### config.mk
export PLATFORM = sky130hd
export DESIGN_NAME = trace_matcher
export DESIGN_NICKNAME = d
export VERILOG_FILES = /design/src/rtl/trace_matcher_pkg.sv /design/src/rtl/trace_rule_cmp.sv /design/src/rtl/trace_matcher.sv
export SDC_FILE = /design/constraint.sdc
export NUM_CORES = 1
export LEC_CHECK = 0
export CORE_AREA = 2 2 471 473
export CTS_BUF_LIST = sky130_fd_sc_hd__clkbuf_8
export DETAILED_ROUTE_END_ITERATION = 12
export DIE_AREA = 0 0 473 475
export DONT_BUFFER_PORTS = 1
export PLACE_DENSITY_LB_ADDON = 0.3
export SETUP_SLACK_MARGIN = 0.4
export SLEW_MARGIN = 20
export SYNTH_ARGS = -nofsm -noshare
export SYNTH_HDL_FRONTEND = slang
export SYNTH_SLANG_ARGS = --single-unit
### constraint.sdc
create_clock -name trace_clk -period 2.4 [get_ports trace_clk]
set_clock_uncertainty 0.15 [all_clocks]
set_input_delay 0.6 -clock trace_clk [delete_from_list [all_inputs] [get_ports trace_clk]]
set_output_delay 0.6 -clock trace_clk [all_outputs]
set_load 0.01 [all_outputs]
### src/rtl/trace_matcher_pkg.sv
// rtl/trace_matcher_pkg.sv - shared constants and types for the trace matcher
// Purpose: frame-sync word, match counter width and sync FSM state encoding.
// Ports: none (package).
package trace_matcher_pkg;

    // Bytes FF,FF,FF,7F in arrival order, as they sit in the low word of the buffer.
    localparam logic [31:0] TRACE_FULL_SYNC = 32'hFFFF_FF7F;

    localparam int TRACE_COUNT_W = 8;

    typedef enum logic {
        ST_UNSYNC = 1'b0,
        ST_SYNCED = 1'b1
    } sync_state_e;

endpackage

### src/rtl/trace_rule_cmp.sv
// rtl/trace_rule_cmp.sv - one masked pattern rule with saturating hit counter
// Purpose: masked compare of the match buffer against one pattern; counts hits.
// Ports:
//   trace_clk, reset_i   clock, synchronous active-high reset
//   clear_i              resync clear of the counter
//   eval_i               buffer is comparable this cycle (synced, full, just shifted)
//   enable_i             rule enable
//   match_buf_i          current match buffer
//   pattern_i, mask_i    rule pattern and compare mask (1 = bit compared)
//   hit_o                combinational hit for this cycle
//   count_o              saturating hit count
module trace_rule_cmp
    import trace_matcher_pkg::*;
#(
    parameter int pBUFFER_SIZE = 64
) (
    input  logic                     trace_clk,
    input  logic                     reset_i,
    input  logic                     clear_i,
    input  logic                     eval_i,
    input  logic                     enable_i,
    input  logic [pBUFFER_SIZE-1:0]  match_buf_i,
    input  logic [pBUFFER_SIZE-1:0]  pattern_i,
    input  logic [pBUFFER_SIZE-1:0]  mask_i,
    output logic                     hit_o,
    output logic [TRACE_COUNT_W-1:0] count_o
);

    logic [TRACE_COUNT_W-1:0] count_q;
    logic [TRACE_COUNT_W-1:0] count_d;

    always_comb begin
        hit_o   = eval_i & enable_i & (((match_buf_i ^ pattern_i) & mask_i) == '0);
        count_d = count_q;
        if (clear_i) begin
            count_d = '0;
        end else if (hit_o && (count_q != '1)) begin
            count_d = count_q + 1'b1;
        end
    end

    always_ff @(posedge trace_clk) begin
        if (reset_i) begin
            count_q <= '0;
        end else begin
            count_q <= count_d;
        end
    end

    assign count_o = count_q;

endmodule

### src/rtl/trace_matcher.sv
// rtl/trace_matcher.sv - TPIU trace byte frame sync and multi-rule pattern matcher
// Purpose: shifts trace bytes into a match buffer, acquires frame sync on FF,FF,FF,7F,
//   compares the buffer against pMATCH_RULES masked patterns and reports pulses,
//   saturating counts, last matched data/rule and a capture trigger.
// Ports:
//   trace_clk, reset_i            clock, synchronous active-high reset
//   I_data, I_data_valid          incoming trace byte
//   I_reset_sync                  level, forces resync and clears buffer/counts/pulses
//   I_pattern_enable, I_trig_enable, I_patterns, I_masks   rule configuration
//   I_arm                         only with TRACE_MATCH_ARM_EN: rising edge arms the trigger
//   O_synchronized, O_match, O_trigger, O_counts, O_matched_data, O_matched_rule
// Configuration: TRACE_MATCH_ARM_EN adds the I_arm one-shot trigger arming.
module trace_matcher
    import trace_matcher_pkg::*;
#(
    parameter int pBUFFER_SIZE = 64,
    parameter int pMATCH_RULES = 8
) (
    input  logic                                   trace_clk,
    input  logic                                   reset_i,
    input  logic [7:0]                             I_data,
    input  logic                                   I_data_valid,
    input  logic                                   I_reset_sync,
`ifdef TRACE_MATCH_ARM_EN
    input  logic                                   I_arm,
`endif
    input  logic [pMATCH_RULES-1:0]                I_pattern_enable,
    input  logic [pMATCH_RULES-1:0]                I_trig_enable,
    input  logic [pMATCH_RULES*pBUFFER_SIZE-1:0]   I_patterns,
    input  logic [pMATCH_RULES*pBUFFER_SIZE-1:0]   I_masks,
    output logic                                   O_synchronized,
    output logic [pMATCH_RULES-1:0]                O_match,
    output logic                                   O_trigger,
    output logic [pMATCH_RULES*TRACE_COUNT_W-1:0]  O_counts,
    output logic [pBUFFER_SIZE-1:0]                O_matched_data,
    output logic [2:0]                             O_matched_rule
);

    localparam int FILL_MAX = pBUFFER_SIZE / 8;
    localparam int FILL_W   = $clog2(FILL_MAX + 1);
    localparam logic [FILL_W-1:0] FILL_FULL = FILL_W'(FILL_MAX);

    sync_state_e               state_q, state_d;
    logic [pBUFFER_SIZE-1:0]   match_buf_q, match_buf_d;
    logic [FILL_W-1:0]         fill_q, fill_d;
    logic                      shifted_q, shifted_d;
    logic                      sync_q, sync_d;
    logic [pMATCH_RULES-1:0]   match_q, match_d;
    logic                      trig_q, trig_d;
    logic [pBUFFER_SIZE-1:0]   mdata_q, mdata_d;
    logic [2:0]                mrule_q, mrule_d;

    logic [pMATCH_RULES-1:0]   hit;
    logic                      eval;
    logic                      trig_fire;
    logic [2:0]                low_idx;

    // Compare only in the cycle after a shift so each byte yields at most one hit;
    // a resync in the same cycle suppresses the compare entirely.
    assign eval = shifted_q & (state_q == ST_SYNCED) & (fill_q == FILL_FULL) & ~I_reset_sync;

    for (genvar g = 0; g < pMATCH_RULES; g++) begin : g_rule
        trace_rule_cmp #(
            .pBUFFER_SIZE (pBUFFER_SIZE)
        ) u_cmp (
            .trace_clk   (trace_clk),
            .reset_i     (reset_i),
            .clear_i     (I_reset_sync),
            .eval_i      (eval),
            .enable_i    (I_pattern_enable[g]),
            .match_buf_i (match_buf_q),
            .pattern_i   (I_patterns[g*pBUFFER_SIZE +: pBUFFER_SIZE]),
            .mask_i      (I_masks[g*pBUFFER_SIZE +: pBUFFER_SIZE]),
            .hit_o       (hit[g]),
            .count_o     (O_counts[g*TRACE_COUNT_W +: TRACE_COUNT_W])
        );
    end

    // Descending scan so the lowest hitting index is the one left standing.
    always_comb begin
        low_idx = '0;
        for (int i = pMATCH_RULES - 1; i >= 0; i--) begin
            if (hit[i]) begin
                low_idx = 3'(i);
            end
        end
    end

`ifdef TRACE_MATCH_ARM_EN
    logic arm_prev_q, arm_prev_d;
    logic armed_q, armed_d;

    always_comb begin
        trig_fire  = armed_q & (|(hit & I_trig_enable));
        arm_prev_d = I_arm;
        armed_d    = (armed_q & ~trig_fire) | (I_arm & ~arm_prev_q);
        if (I_reset_sync) begin
            armed_d = 1'b0;
        end
    end

    always_ff @(posedge trace_clk) begin
        if (reset_i) begin
            arm_prev_q <= 1'b0;
            armed_q    <= 1'b0;
        end else begin
            arm_prev_q <= arm_prev_d;
            armed_q    <= armed_d;
        end
    end
`else
    assign trig_fire = |(hit & I_trig_enable);
`endif

    always_comb begin
        state_d     = state_q;
        match_buf_d = match_buf_q;
        fill_d      = fill_q;
        shifted_d   = I_data_valid;
        match_d     = hit;
        trig_d      = trig_fire;
        mdata_d     = mdata_q;
        mrule_d     = mrule_q;

        if (|hit) begin
            mdata_d = match_buf_q;
            mrule_d = low_idx;
        end

        if (shifted_q && (state_q == ST_UNSYNC) && (match_buf_q[31:0] == TRACE_FULL_SYNC)) begin
            state_d = ST_SYNCED;
        end

        if (I_data_valid) begin
            match_buf_d = {match_buf_q[pBUFFER_SIZE-9:0], I_data};
            if (fill_q != FILL_FULL) begin
                fill_d = fill_q + 1'b1;
            end
        end

        // Resync discards any same-cycle byte; last-match snapshot is kept.
        if (I_reset_sync) begin
            state_d     = ST_UNSYNC;
            match_buf_d = '0;
            fill_d      = '0;
            shifted_d   = 1'b0;
            match_d     = '0;
            trig_d      = 1'b0;
        end

        sync_d = (state_d == ST_SYNCED);
    end

    always_ff @(posedge trace_clk) begin
        if (reset_i) begin
            state_q     <= ST_UNSYNC;
            match_buf_q <= '0;
            fill_q      <= '0;
            shifted_q   <= 1'b0;
            sync_q      <= 1'b0;
            match_q     <= '0;
            trig_q      <= 1'b0;
            mdata_q     <= '0;
            mrule_q     <= '0;
        end else begin
            state_q     <= state_d;
            match_buf_q <= match_buf_d;
            fill_q      <= fill_d;
            shifted_q   <= shifted_d;
            sync_q      <= sync_d;
            match_q     <= match_d;
            trig_q      <= trig_d;
            mdata_q     <= mdata_d;
            mrule_q     <= mrule_d;
        end
    end

    assign O_synchronized = sync_q;
    assign O_match        = match_q;
    assign O_trigger      = trig_q;
    assign O_matched_data = mdata_q;
    assign O_matched_rule = mrule_q;

endmodule

### Yosys cells after proc, flatten, opt, wreduce, memory -nomap -nowiden

Index checks and enable logic that the tools add are counted.

* $add $sub $neg: 9
* equal/unequal tests: 11
* muxes and demuxes: 8
* bitwise logic cells: 38
* reduce and logical (&&, ||, !) cells: 22

Operators by type and width (number)
* 64-bit AND: 8
* 64-bit logical NOT: 8
* 64-bit XOR: 8
* 8-bit by 1-bit adder with 8-bit output (second input constant): 8
* 8-bit != test (second input constant): 8
* 32-bit == test (second input constant): 1
* 3-bit 2-to-1 mux: 8
* 1-bit AND: 19
* 8-bit OR reduction: 2
* 1-bit logical AND: 10
* 8-bit AND: 1
* 4-bit by 1-bit adder with 4-bit output (second input constant): 1
* 4-bit == test (second input constant): 1
* 4-bit != test (second input constant): 1
* 1-bit NOT: 2
* 2-bit AND reduction: 1
* 2-bit OR reduction: 1

* flip-flop bits (word level): 210
* input bits: 1052
* output and inout bits: 141
* word-level logic and storage cells: 104

### Depth between registers and ports, before layout

Gate-level depths: netlist of run 1.

* depth after elaboration: 13
* mapped depth: 13
* mapped depth without buffers: 10

### Modules after synthesis

A second synthesis of run 1 with hierarchy kept.

* cells, all modules: 1793
* area, all modules: 15608.7 µm²

By module, submodules not included
* trace_rule_cmp: times used 8, cells each 153, area an instance 1300.0 µm², seq. area each 160.2 µm²
* trace_matcher: times used 1, cells each 569, area an instance 5208.7 µm², seq. area each 2922.8 µm²

### Worst setup path before layout of run 1

Ideal clock, no wire load.

* path type: input-to-reg
* start point: input I_reset_sync
* end point: register mdata_q[61] (netlist: O_matched_data[61])
* arrival time: 2.355 ns
* required time: 2.180 ns
* path slack: -0.176 ns
* stages: 10
* buffers on the path: 2
* cells stage by stage: nand3b_4 > a211oi_1 > nand4_1 > nor4_1 > nand3_1 > nand4_1 > buf_4 > clkbuf_1 > o21ai_0 > a21oi_1

* longest elaborated chain between the ends: 5
* elaborated cells on any way between the ends: 19

RTL lines
* start: declaration: RTL line trace_matcher.sv:23 `input logic I_reset_sync,`
* 1-bit NOT *: RTL line trace_matcher.sv:60 `assign eval = shifted_q & (state_q == ST_SYNCED) & (fill_q == FILL_FULL) & ~I_reset_sync;`
* 1-bit AND *: RTL line trace_matcher.sv:60
* 1-bit AND (2 in a row): RTL line trace_rule_cmp.sv:33 `hit_o = eval_i & enable_i & (((match_buf_i ^ pattern_i) & mask_i) == '0);`
* 8-bit OR reduction *: RTL line trace_matcher.sv:125 `if (|hit) begin`
* end signal: assignment: RTL line trace_matcher.sv:173 `mdata_q <= mdata_d;`
* end: declaration: RTL line trace_matcher.sv:50 `logic [pBUFFER_SIZE-1:0] mdata_q, mdata_d;`

Every way passes the cells marked *; elsewhere a longest branch is shown, timed or not.
A chain may end at the register's enable or synchronous reset.

### Worst setup path in the final report of run 1

* start point: register match_buf_q[51]
* end point: register g_rule[2].u_cmp.count_q[0]

* longest elaborated chain between the ends: 5

RTL lines
* start: declaration: RTL line trace_matcher.sv:44 `logic [pBUFFER_SIZE-1:0] match_buf_q, match_buf_d;`
* start signal: assignment: RTL line trace_matcher.sv:167 `match_buf_q <= match_buf_d;`
* 64-bit XOR: RTL line trace_rule_cmp.sv:33
* 64-bit AND: RTL line trace_rule_cmp.sv:33
* 64-bit logical NOT: RTL line trace_rule_cmp.sv:33
* 1-bit AND: RTL line trace_rule_cmp.sv:33
* 1-bit logical AND: RTL line trace_rule_cmp.sv:37 `end else if (hit_o && (count_q != '1)) begin`
* end signal: assignment: RTL line trace_rule_cmp.sv:46 `count_q <= count_d;`
* end: declaration: RTL line trace_rule_cmp.sv:29 `logic [TRACE_COUNT_W-1:0] count_q;`

No other way between the ends.

==> results of run 1 <==
-- layout by cell type, fill, tap and decap left out, types with 9 or more instances in the layout --
| cell | instances |
|---|---|
| nor3_2 | 11 |
| o21ai_4 | 31 |
| buf_6 | 93 |
| nor3_4 | 16 |
| a22oi_2 | 85 |
| o21ai_0 | 10 |
| nor4_4 | 28 |
| xnor2_1 | 40 |
| ha_1 | 9 |
| mux2i_1 | 68 |
| nand2_1 | 96 |
| nand4_1 | 148 |
| dlygate4sd3_1 | 49 |
| a22oi_1 | 314 |
| dfxtp_2 | 41 |
| inv_1 | 27 |
| buf_4 | 455 |
| nor3_1 | 12 |
| a21oi_2 | 41 |
| diode_2 | 38 |
| xor2_2 | 89 |
| o21ai_2 | 21 |
| nand3_1 | 81 |
| xor2_1 | 392 |
| a21oi_1 | 37 |
| dfxtp_4 | 35 |
| dfxtp_1 | 134 |
| xor2_4 | 38 |
| clkbuf_8 | 60 |
| nor2_1 | 150 |
| buf_8 | 26 |
| buf_12 | 171 |
| nand3_2 | 27 |
-- final timing paths --
check / to / start / slack (ns)
worst min-delay path: O_matched_data[49] / reset_i / -0.21
worst min register to register: O_matched_data[13] / O_matched_data[13] / 0.37
worst max register to register: g_rule[2].u_cmp.count_o[0] / match_buf_q[51] / -0.83
worst max-delay path: g_rule[2].u_cmp.count_o[0] / match_buf_q[51] / -0.83
-- per-stage QoR --
stage	power (mW)	std cells
final	10.9	5886
after global routing	11.3	5873
after CTS	11.0	5768
after detailed placement	5.87	5602
after global placement	5.87	5602
after floorplan	4.58	2208
-- what timing repair did --
item                                    4_1_cts  5_1_grt
buffers inserted                             26       73
gates resized for setup                     325      504
pin swaps                                    57      245
cloned                                        3        7
endpoints found under the hold margin       138       67
endpoints found under the setup margin      274      231
-- sequential cells by signal, indices dropped and copies added, names as in the netlist --
signal,count
O_match,8
O_synchronized,1
match_buf_q,64
fill_q,4
O_matched_data,64
O_trigger,1
shifted_q,1
O_matched_rule,3
g_rule.u_cmp.count_o,64
-- cells by family after synthesis --
logic type	after synthesis	synth area share
AOI/OAI and AO/OA	579	0.221
adders and majority gates	10	0.00677
and+or+nand+nor	641	0.183
muxes	68	0.0368
DFF	210	0.228
xor gates and xnor gates	562	0.271
buffers and inverters	138	0.0533
-- routing by layer --
metal / GRT usage / vias to the layer above / share of wire
met5: 0 / - / 0.0013
met2: 0.430 / 1499 / 0.48
met3: 0.101 / 398 / 0.10
li1: - / 9673 / -
met4: 0.0980 / 56 / 0.046
met1: 0.269 / 11500 / 0.36
-- worst max-delay path: cells and delay by family, from the launching register on --
family / cells / cell delay, ns
buffers and inverters: 6 / 1.07
and+or+nand+nor: 5 / 1.03
DFF: 1 / 0.36
xor gates and xnor gates: 2 / 0.31
AOI/OAI and AO/OA: 1 / 0.16
-- layout make-up --
class                           instances  area share
Antenna cell                           38     0.00273
Clock buffer                           60      0.0237
Timing Repair Buffer                  807       0.261
Sequential cell                       210       0.126
Clock inverter                         27     0.00560
Multi-Input combinational cell       1860       0.476
Inverter                               13     0.00140
Tap cell                             2871       0.103
-- power breakdown --
part | internal (mW) | switching (mW) | total (mW)
logic | 1.14 | 1.44 | 2.58
registers | 3.46 | 0.0154 | 3.47
clock network | 2.49 | 2.39 | 4.87
total | 7.08 | 3.84 | 10.9
==> results summary, run 1 <==
After routing the design area is 0.0349 mm². The flow ran to the end, but the final reports show violations. The detailed-route vias per instance came out at 3.92. Setup total negative slack on the finished layout was measured at -83.27 ns. The slowest stage of the critical path belongs to the cell nand4_1. The number of buffers inserted for hold repair after clock tree synthesis came out at 50. The clock-pin transition on the worst setup and hold timing paths is ~0.07 ns. The count of pins over their slew limit is 0.

Port buffering added 0 buffers. After technology mapping, the gate count stands at 2,208. The count of flip-flops with a built-in enable after synthesis came out at 0. Setup repair after global routing could not meet its margin everywhere.

Max-cap violations in this run came to 0. Clock tree synthesis found a total of 210 sinks. The biggest fanout along the worst timing path is 6. The deepest level of the CTS H-tree is 2. The total number of yosys warnings is 0. The worst slack at placement is -1.61 ns. The total routing usage reported by global routing came out at 0.248. Counting every net in the synthesized netlist gives 3,270. The worst setup path is launched from a flop. The required time reported for the critical path endpoint is 2.91 ns. STA classifies the critical path endpoint as a flop.

The top flip-flop cell by instance count after synthesis is dfxtp_1. After synthesis, the most frequently instantiated cells are xor2_1 (509), a22oi_1 (399), dfxtp_1 (210). The number of nets with antenna violations after detailed routing is 0. The final reports fail on negative hold slack, negative setup slack. The signal on the critical path passes through buf_6 -> xor2_1 -> buf_4 -> a22oi_2 -> buf_4 -> nand4_1 -> buf_12 -> nor4_4 -> nand4_1 -> buf_12 -> buf_4 -> nor2_4 -> xnor2_1 -> nor2_1. Detailed placement finished with a half-perimeter wire length of 259,000 µm. In this run, the number of DRC markers left after iteration 0 of detailed routing was 1,591. The remaining max-slew budget at the tightest pin is 0.206. During I/O placement, the number of pins put on the boundary was ~1,200. The actual slew at the worst max-slew pin is ~1.2 ns. The die extent in x is 473 µm.

The maximum number of pins on one net before global-route repair is 70. The post-synthesis sequential area ratio is 0.228. The number of failing setup endpoints in the final timing report is 139. Yosys instantiated no cell more often than xor2_1. The worst-case setup margin in the final layout is -0.827 ns. The share of the clock period used by the worst path after layout came out at 1.34.

The area used by multi-input combinational logic came out at 0.0166 mm². The buffer levels on the longest clock path came out at 3. The congestion estimate from routability-driven global placement came to 0.923.

The detailed-route wire length per cell came out at around 50 µm. Summed over all instances, the cell type with the most area after synthesis is xor2_1. The number of failing hold endpoints at the final stage came to 65.

The synthesized netlist occupies a cell area of 0.0185 mm². The worst path arrival time came out at 3.74 ns. Along the worst hold path, the cell count comes to 1. The number of global-route vias before repair is around 24,000.

The worst voltage drop across the vdd grid came out at 0.000351 V. The root buffer cell chosen for the clock tree is clkbuf_8. On the worst path, the slowest cell contributes a delay of 0.37 ns. The post-synthesis sequential element count is 210. The total DRC errors in the routed layout came out at 0. The initial antenna violation count is 88. The most numerous cell type found on the critical path is buf_4. The placed instances occupy a cell area of 0.0280 mm².

The y dimension of the die is 475 µm. The share of cells above drive strength 1 came out at 0.460. TritonCTS built the clock tree. The highest clock frequency the design can meet is slightly above 300 MHz. The total number of placement rows came out at approximately 170. The worst hold margin is -0.214 ns.

The fill cell instance count of the final layout came out at 24,600. The fraction of post-synthesis cell area in the top cell type by area came out at 0.241. The end-of-flow core utilization is 0.159. The shortest period the worst path allows came out at 3.23 ns.

The leakage power is 13.3 nW. The net count of the finished layout is 4,004. The clock insertion delay at the later pin of the skew report is around 0.81 ns. The number of search-and-repair iterations in the first detailed-routing pass came out at 5.

The power density relative to cell area is 313 mW/mm². The core region is 0.219 mm². The initial utilization of the core area, before any placement, comes to 0.0843.

By area the synthesized netlist is led by xor2_1 (24%), dfxtp_1 (23%), a22oi_1 (16%). For this run, asynchronously set or reset flops after synthesis account for 0. The area growth from synthesis to layout is 88.7%. Across all layers, the routed design uses 23,100 vias. The distinct cell type count after synthesis is 60. The full die area is 0.225 mm². The area occupied by registers came out at 0.00439 mm².

The total overflow reported by the global router came out at 0. The synthesized area per cell is roughly 8.4 µm². Buffers inserted during clock tree synthesis total 50.

The count of cells along the worst register-to-register path is 14. The min-delay analysis places its worst path in the category input pin to flop. The total routed wirelength is 292,000 µm. The critical path in this run is classified as flop to flop. The global-route wire length before repair is 340,000 µm.
No activity file was read; power rests on OpenSTA's default activity.
==> run 2, diff against run 1 <==
Settings changed: CAP_MARGIN set to 20, CORE_AREA 2 2 471 473 to 2 2 470 472, DIE_AREA 0 0 473 475 to 0 0 472 474, GPL_TIMING_DRIVEN set to 0.
==> run 2 against run 1 <==
The flow still finishes with violations (negative hold slack, negative setup slack). Total power shrank 2.6%. Fmax shrank 7.8%. Routed wire length grew 1.5%. Count of clock-buffer cells in the layout shrank 5. Critical path depth is the same. Cell count shrank 5.4%. Via count shrank 1.6%. Cell area shrank 9.9%. Global-route usage grew 0.50 points. Non-clock buffer count shrank 338. Setup slack lost 0.27 ns. Die area shrank 0.42%. Critical endpoint is now O_matched_rule[0].
==> results summary, run 2 (same netlist as run 1, synthesis figures left out) <==
The buffer levels on the longest clock path is 3 (unchanged). The worst-case setup margin in the final layout came out at -1.10 ns (-0.274 ns). The worst hold margin was -0.0197 ns (+0.194 ns). The internal power summed over all cells is 6.92 mW (-2.3%). The number of global-route vias before repair is 22,400 (-5.1%).

The count of pins over their slew limit came out at 0 (unchanged). The highest clock frequency the design can meet was 286 MHz (-7.8%). The detailed-route vias per instance came out at 4.08 (+4.0%).

The total routed wirelength came out at 296,000 µm (+1.5%). The clock-pin transition on the worst setup and hold timing paths came out at 0.06 ns (about the same). The max capacitance violation total is 0 (unchanged).

The detailed-route wire length per cell is 53.2 µm (+7.3%). The number of DRC violations after detailed-routing iteration 0 is 1,874 (+18%). The via count came out at 22,700 (-1.6%). The share of cells above drive strength 1 came out at 0.399 (-0.0608). The flow ran to the end, but the final reports show violations. The critical path is of the flop to flop type.

The sequential cell fraction of total power came out at 0.320 (+0.002). Setup repair after global routing could not meet its margin everywhere. The area growth from synthesis to layout is 70.0%. The global placement routability congestion is 0.958 (+3.8%). The required time reported for the critical path endpoint is 2.86 ns (-0.05 ns).

The most common cell after layout, fill and taps aside is xor2_1. The net switching power figure is 3.73 mW (-3.1%). The sum of net half-perimeters after detailed placement came out at 235,000 µm (-9.1%). The biggest fanout along the worst timing path came out at 5 (-1). The number of sinks driven by the clock tree is 210 (unchanged).

The class of the tightest hold or removal check is input pin to flop. The remaining max-slew budget at the tightest pin came out at 0.243 (+0.0369). The deepest level of the CTS H-tree was 2 (unchanged). The total DRC errors in the routed layout is 0 (unchanged).

The number of failing setup endpoints in the final timing report came to 140 (+0.72%). The die extent in x came out at 472 µm (-0.21%). The fraction of power spent switching nets came out at 0.350 (-0.00177). The worst voltage drop across the vdd grid is 0.000308 V (-12%).

The TritonCTS buffer count is 49 (-2.0%). The number of failing hold endpoints at the final stage came out at 1 (-98%). The shortest period the worst path allows is 3.50 ns (+0.274 ns). The y dimension of the die is 474 µm (-0.21%). The top-level port count came out at 1,193 (unchanged).

The clock insertion delay at the later pin of the skew report is 0.76 ns (-0.05 ns). The net count of the finished layout is 3,665 (-8.5%). STA classifies the critical path startpoint as a flop. The fraction of power consumed by combinational cells came out at 0.215 (-0.021). The initial core utilization is 0.0845 (+0.000166). The worst path arrival time came to 3.96 ns (+0.22 ns). The final reports fail on negative hold slack, negative setup slack. The global-route wire length before repair is 341,000 µm (+0.48%). The proportion of power drawn by the clock network came out at 0.465 (+0.019). The reg-to-reg setup timing slack came out at -1.10 ns (-0.27 ns). The maximum number of pins on one net before global-route repair is 14 (-80%).

The total overflow reported by the global router is 0 (unchanged). The number of buffers inserted for hold repair after clock tree synthesis is 18 (-64%). The total number of placement rows was 172 (unchanged). The actual slew at the worst max-slew pin is 1.14 ns (-0.0510 ns).

The worst setup path is captured at a flop. The total routing usage reported by global routing came to 0.253 (+0.00498). The number of nets with antenna violations after detailed routing came out at 0 (unchanged). The clock tree from TritonCTS is done. The worst slack at placement is -3.43 ns (-1.82 ns). The initial antenna violation count is 117 (+33%).

The number of search-and-repair iterations in the first detailed-routing pass is 5 (unchanged). The power density relative to cell area came out at 339 mW/mm² (+8.2%). The cell sitting at the root of the clock tree is a clkbuf_8. The core footprint came out at 0.219 mm² (-0.20%). The share of the clock period used by the worst path after layout is 1.46 (+0.114). The leakage power is 11.4 nW (-14%). The full die area is 0.224 mm² (-0.42%).

The count of input and output buffers is 0 (unchanged). Leaving out fill and tap cells, the most frequent cells in the layout are xor2_1 (416), a22oi_1 (316), buf_4 (179).
## run 2: changes by cell type in the layout (fill, tap and decap cells not counted), sizes merged
cell | before | now
clkbuf | 66 | 96
bufinv | 2 | 6
buf | 752 | 402
clkinv | 4 | 7
diode | 38 | 62
dlygate4sd1 | 0 | 1
dlygate4sd3 | 49 | 20
inv | 32 | 27
bufbuf | 0 | 5
## run 2: worst max-delay path: stages, from the launching register on
cell     delay [ns]
dfxtp_4        0.35
buf_12         0.14
buf_16         0.15
xor2_4         0.17
a22oi_2        0.34
nand4_1        0.46
nor4_2         0.40
nand3_2        0.11
buf_8          0.16
nand4_1        0.14
buf_6          0.17
buf_12         0.12
buf_16         0.12
nor4b_2        0.05
a41o_1         0.22
## run 2: final timing paths
path,endpoint,depth (start not counted),start
max,O_matched_rule[0],14,match_buf_q[49]
min,O_match[3],3,I_masks[247]
max reg2reg,O_matched_rule[0],14,match_buf_q[49]
min reg2reg,fill_q[1],2,fill_q[1]
## run 2: metal layers
layer  vias up  global-route usage  share of wire
met2      1774               0.416           0.46
met4        66               0.125          0.057
met1     11300               0.274           0.37
li1       9052                   -              -
met3       539               0.118           0.11
met5         -                   0         0.0016
## run 2: per-stage QoR
step / util / TNS, ns / total power, mW / cell area [µm²] / cells
2_1_floorplan: - / -1.64 / 4.58 / 18900 / 2208
3_3_place_gp: 0.103 / -442.35 / 5.55 / 22500 / 5079
5_1_grt: 0.143 / -123.73 / 11.0 / 31400 / 5546
4_1_cts: 0.137 / -122.56 / 10.8 / 30000 / 5450
6_report: 0.144 / -109.77 / 10.6 / 31400 / 5569
3_5_place_dp: 0.104 / -363.28 / 5.56 / 22600 / 5089
## run 2: what timing repair did
| action | 4_1_cts | 5_1_grt |
|---|---|---|
| endpoints found under the hold margin | 16 | 1 |
| buffers inserted | 254 | 48 |
| pin swaps | 161 | 139 |
| resized for setup | 769 | 189 |
| gates cloned | 5 | 7 |
| setup endpoints to repair | 272 | 157 |
## run 2: cell type report
type	count	area, µm²
diodes	62	155
plain buffers	125	1850
clock buffers	55	757
clock inverters	29	299
fillers	24900	187000
inverters	13	48.8
multi-input cells	1860	15900
flip-flops and latches	210	4620
well taps	2871	3590
repair buffers	344	4210
## run 2: power groups by stage
| stage | logic, mW | clock network [mW] | registers [mW] |
|---|---|---|---|
| global route | 2.36 | 5.26 | 3.41 |
| floorplan | 0.999 | 0 | 3.58 |
| finish | 2.29 | 4.95 | 3.41 |
| detailed placement | 1.97 | 0 | 3.59 |
| global placement | 1.95 | 0 | 3.59 |
| CTS | 2.27 | 5.16 | 3.41 |
==> edit 1 (flow settings as in run 2) <==
The package constant `TRACE_COUNT_W` goes from 8 to 9.
--- a/src/rtl/trace_matcher_pkg.sv
+++ b/src/rtl/trace_matcher_pkg.sv
@@ -6,7 +6,7 @@
     // Bytes FF,FF,FF,7F in arrival order, as they sit in the low word of the buffer.
     localparam logic [31:0] TRACE_FULL_SYNC = 32'hFFFF_FF7F;
 
-    localparam int TRACE_COUNT_W = 8;
+    localparam int TRACE_COUNT_W = 9;
 
     typedef enum logic {
         ST_UNSYNC = 1'b0,
Interface: changed (resized O_counts); port bits go from 1193 to 1201. The function was not compared with the original's and may differ.
==> edit 1 against run 2 <==
- the run ends with setup timing left
- wire length is 7.0% lower
- area after synthesis shrank 11%
- sequential power increased by 5%
- total power up 1.6%
- core utilization shrank 2.2 points
- cell area fell by 16%
- final cell count is 7.8% lower
- clock power increased by 13%
- global-route usage down 1.8 points
- sequential cell count increased by 8
- critical path depth increased by 1
- setup slack better by 0.034 ns
==> edit 1: results (changes against run 2) <==
Worst-Skew Late Latency 0.80 ns (+0.04 ns); hold worst-path end O_matched_data[0]; crit-path max cell delay 0.50 ns (+0.04 ns); HPWL Detailed 234 mm (-0.54%); CLK BUF 64 (+16%); First DRT Iteration DRCs 1464 (-22%); vias in the first global route 17200 (-23%); initial antenna violation count 226 (+93%); Leak Pwr 11.1 nW (-3.3%); Int Pwr 7.32 mW (+5.8%); Max VDD drop 0.412 mV (+34%); Buffers, non-clock 334 (-29%); register area share after synthesis 26.4% (+3.7 points); pre-CTS setup slack -2.82 ns (+0.617 ns); Arr. time, crit path 3.90 ns (-0.06 ns); Logic pwr share 15.6% (-5.9 points); fill count 25100 (+0.84%); CP Capture Point O_matched_data[40]; outcome complete, but fails checks; post-DR wirelength/cell 53.7 um (+0.86%); num sequential 218 (+3.8%); postcts setup bufs 106 (-58%); Final TNS setup -112.56 ns (-2.78 ns); Final nets 3215 (-12%); PnR worst setup slack -1.07 ns (+0.0338 ns); layout cells sized above 1 32.9% (-7.0 points); register area 4710 sq um (+1.8%); Worst Setup SP match_buf_q[14]; Worst-Margin Slew 1.11 ns (-0.0228 ns); reg2reg path depth 15 (+1); ANT cells 76 (+23%); pin count of the biggest net entering global routing 15 (+1); gp weighted congestion 0.911 (-4.9%); number of setup violations in the final report 148 (+5.7%); Yosys cell types 53 (-12%); Crit Path Max Fanout 8 (+3); CTS-repair resized insts 346 (-55%); synth top area cells xor2_1 (30%), dfxtp_1 (26%), a22oi_1 (12%); Cells on Worst Hold Path 2 (-1); cts bufs inserted 52 (+6.1%); buffering overhead 15.5% (-3.8 points); P_clk 5.57 mW (+13%); Vias/cell 3.57 (-13%); multi-input gate share of the layout cell area 47.7% (-2.9 points); violated checks setup timing; Clock-cell share 4.64% (+1.3 points); Post-synth top cells xor2_1 (558), a22oi_1 (254), nor2_1 (224); critical path's top delay family buffers and inverters; first-pass GRT wire length 309 mm (-9.4%); critical hold path startpoint reset_i; # hold bufs at CTS 17 (-1); Non-CTS inverters 11 (-2); comb_multi_in 1528 (-18%); share of synthesized flip-flops with an asynchronous set or reset 0% (unchanged); overall routing resource usage 23.5% (-1.8 points); syn_nets 2926 (-11%); DRT Pass-1 Iters 6 (+1); critical path's slowest cell xor2_1
==> edit 1: logic make-up after synthesis <==
| logic type | Yosys count | share of synthesized area (%) |
|---|---|---|
| simple gates | 507 | 15.5 |
| xor+xnor | 569 | 30.2 |
| fa+ha+maj | 18 | 1.36 |
| compound gates | 291 | 13.2 |
| buf+inv | 113 | 4.83 |
| mux | 140 | 8.48 |
| flops | 218 | 26.4 |
==> edit 1: per-stage QoR <==
stage	power, mW	area, sq um	util, %	cells	hold WS [ns]
after detailed placement	5.22	20400	9.34	4735	0.346
after CTS	11.0	24400	11.1	4957	0.153
final	10.8	26500	12.1	5134	0.228
after global routing	11.2	26400	12.1	5085	0.235
after global placement	5.20	20200	9.24	4727	0.345
after floorplan	4.45	16600	-	1856	0.316
==> edit 1: layer usage <==
metal	share of wire, %	vias up	GRT usage [%]
met5	0.36	-	0
met4	4.2	142	7.41
met3	14	533	15.5
met2	44	1535	37.3
met1	37	8861	25.3
li1	-	7250	-
==> edit 2 (flow settings as in run 2) <==
Without the edit above. Put one more register stage on the output `O_matched_data`, cleared by the reset. The value now appears one clock later. The other outputs are not delayed to match.
--- a/src/rtl/trace_matcher.sv
+++ b/src/rtl/trace_matcher.sv
@@ -178,7 +178,13 @@
     assign O_synchronized = sync_q;
     assign O_match        = match_q;
     assign O_trigger      = trig_q;
-    assign O_matched_data = mdata_q;
+    always_ff @(posedge trace_clk) begin
+        if (reset_i) begin
+            O_matched_data <= '0;
+        end else begin
+            O_matched_data <= mdata_q;
+        end
+    end
     assign O_matched_rule = mrule_q;
 
 endmodule
Check against the original RTL: not equivalent (Yosys sat finds a counterexample within 10 cycles, from zero or initial values and one cycle with reset_i high).
==> edit 2 against run 2 <==
- the flow finishes with violations (setup timing)
- total power is 11% higher
- wire length increased by 0.16%
- setup slack better by 0.20 ns
- sequential cell count increased by 64
- cell area increased by 2.7%
- critical path depth fell by 1
- final cell count increased by 1.4%
- area after synthesis rose by 6.5%
- combinational power shrank 5%
- count of clock-buffer cells in the layout up 13
==> edit 2: results (changes against run 2) <==
Seq. pwr 4.54 mW (+33%); crit-path max cell delay 0.41 ns (-0.05 ns); Worst-Skew Late Latency 0.74 ns (-0.02 ns); syn_nets 3415 (+4.4%); synthesized area per cell 8.36 sq um (about the same); number of setup violations in the final report 140 (unchanged); Post-synth top cells xor2_1 (518), a22oi_1 (422), dfxtp_1 (274); Arr. time, crit path 3.81 ns (-0.15 ns); pre-CTS setup slack -4.09 ns (-0.659 ns); Logic pwr share 18.4% (-3.1 points); outcome complete, but fails checks; first-pass GRT wire length 342 mm (+0.32%); Cells on Worst Hold Path 2 (-1); violated checks setup timing; Met2 Routed Length 131 mm (-3.4%); Buffers, non-clock 403 (-14%); CLK BUF 68 (+24%); Final nets 3746 (+2.2%); Synth Instances 2353 (+6.6%); final hold slack 0.0766 ns (+0.0963 ns); gp weighted congestion 0.974 (+1.6%); reg2reg path depth 13 (-1); PnR worst setup slack -0.904 ns (+0.196 ns); Final TNS setup -91.56 ns (+18.22 ns); met3 wire len 30.5 mm (-6.4%); post-DR wirelength/cell 52.6 um (-1.2%); CTS-repair resized insts 526 (-32%); initial antenna violation count 94 (-20%); Final Non-Filler Cells 5646 (+1.4%); buffering overhead 16.6% (-2.6 points); DP Cell Count 5236 (+2.9%); met2 usage 39.8% (-1.8 points); met1 Use GR 29.4% (+2.1 points); comb_multi_in 1940 (+4.3%); post-synth top area share 27.9% (+3.8 points); Clock Power Share 43.4% (-3.1 points); Leak Pwr 11.8 nW (+3.2%); Multi-input gate area 16300 sq um (+2.8%); fill count 24800 (-0.097%); CTS Sinks 274 (+30%); pin count of the biggest net entering global routing 16 (+2)
edit 2: cell count changes in the layout (fill, tap and decap cells not counted), sizes merged, moves of 6 or more:
cell	before	now
clkbuf	96	123
buf	402	332
nor2b	0	64
dfxtp	210	274
dlygate4sd3	20	14
a22oi	399	423
nand2	104	93
edit 2: cell families (layout without fill, tap and decap cells):
logic type / after synthesis / in the layout / share of synthesized area (%)
buffers and inverters: 139 / 504 / 3.26
flip-flops: 274 / 274 / 27.9
AND/OR/NAND/NOR: 696 / 696 / 18.6
other: 0 / 57 / 0
AO/OA/AOI/OAI: 607 / 607 / 21.3
adder cells (fa/ha/maj): 10 / 10 / 0.636
multiplexers: 70 / 70 / 3.56
XOR/XNOR: 557 / 557 / 24.8
edit 2: path summary, 6_finish.rpt:
check,to,start
setup / recovery,O_matched_rule[2],match_buf_q[47]
hold reg to reg,mdata_q[19],mdata_q[19]
hold / removal,O_match[3],I_reset_sync
setup reg to reg,O_matched_rule[2],match_buf_q[47]
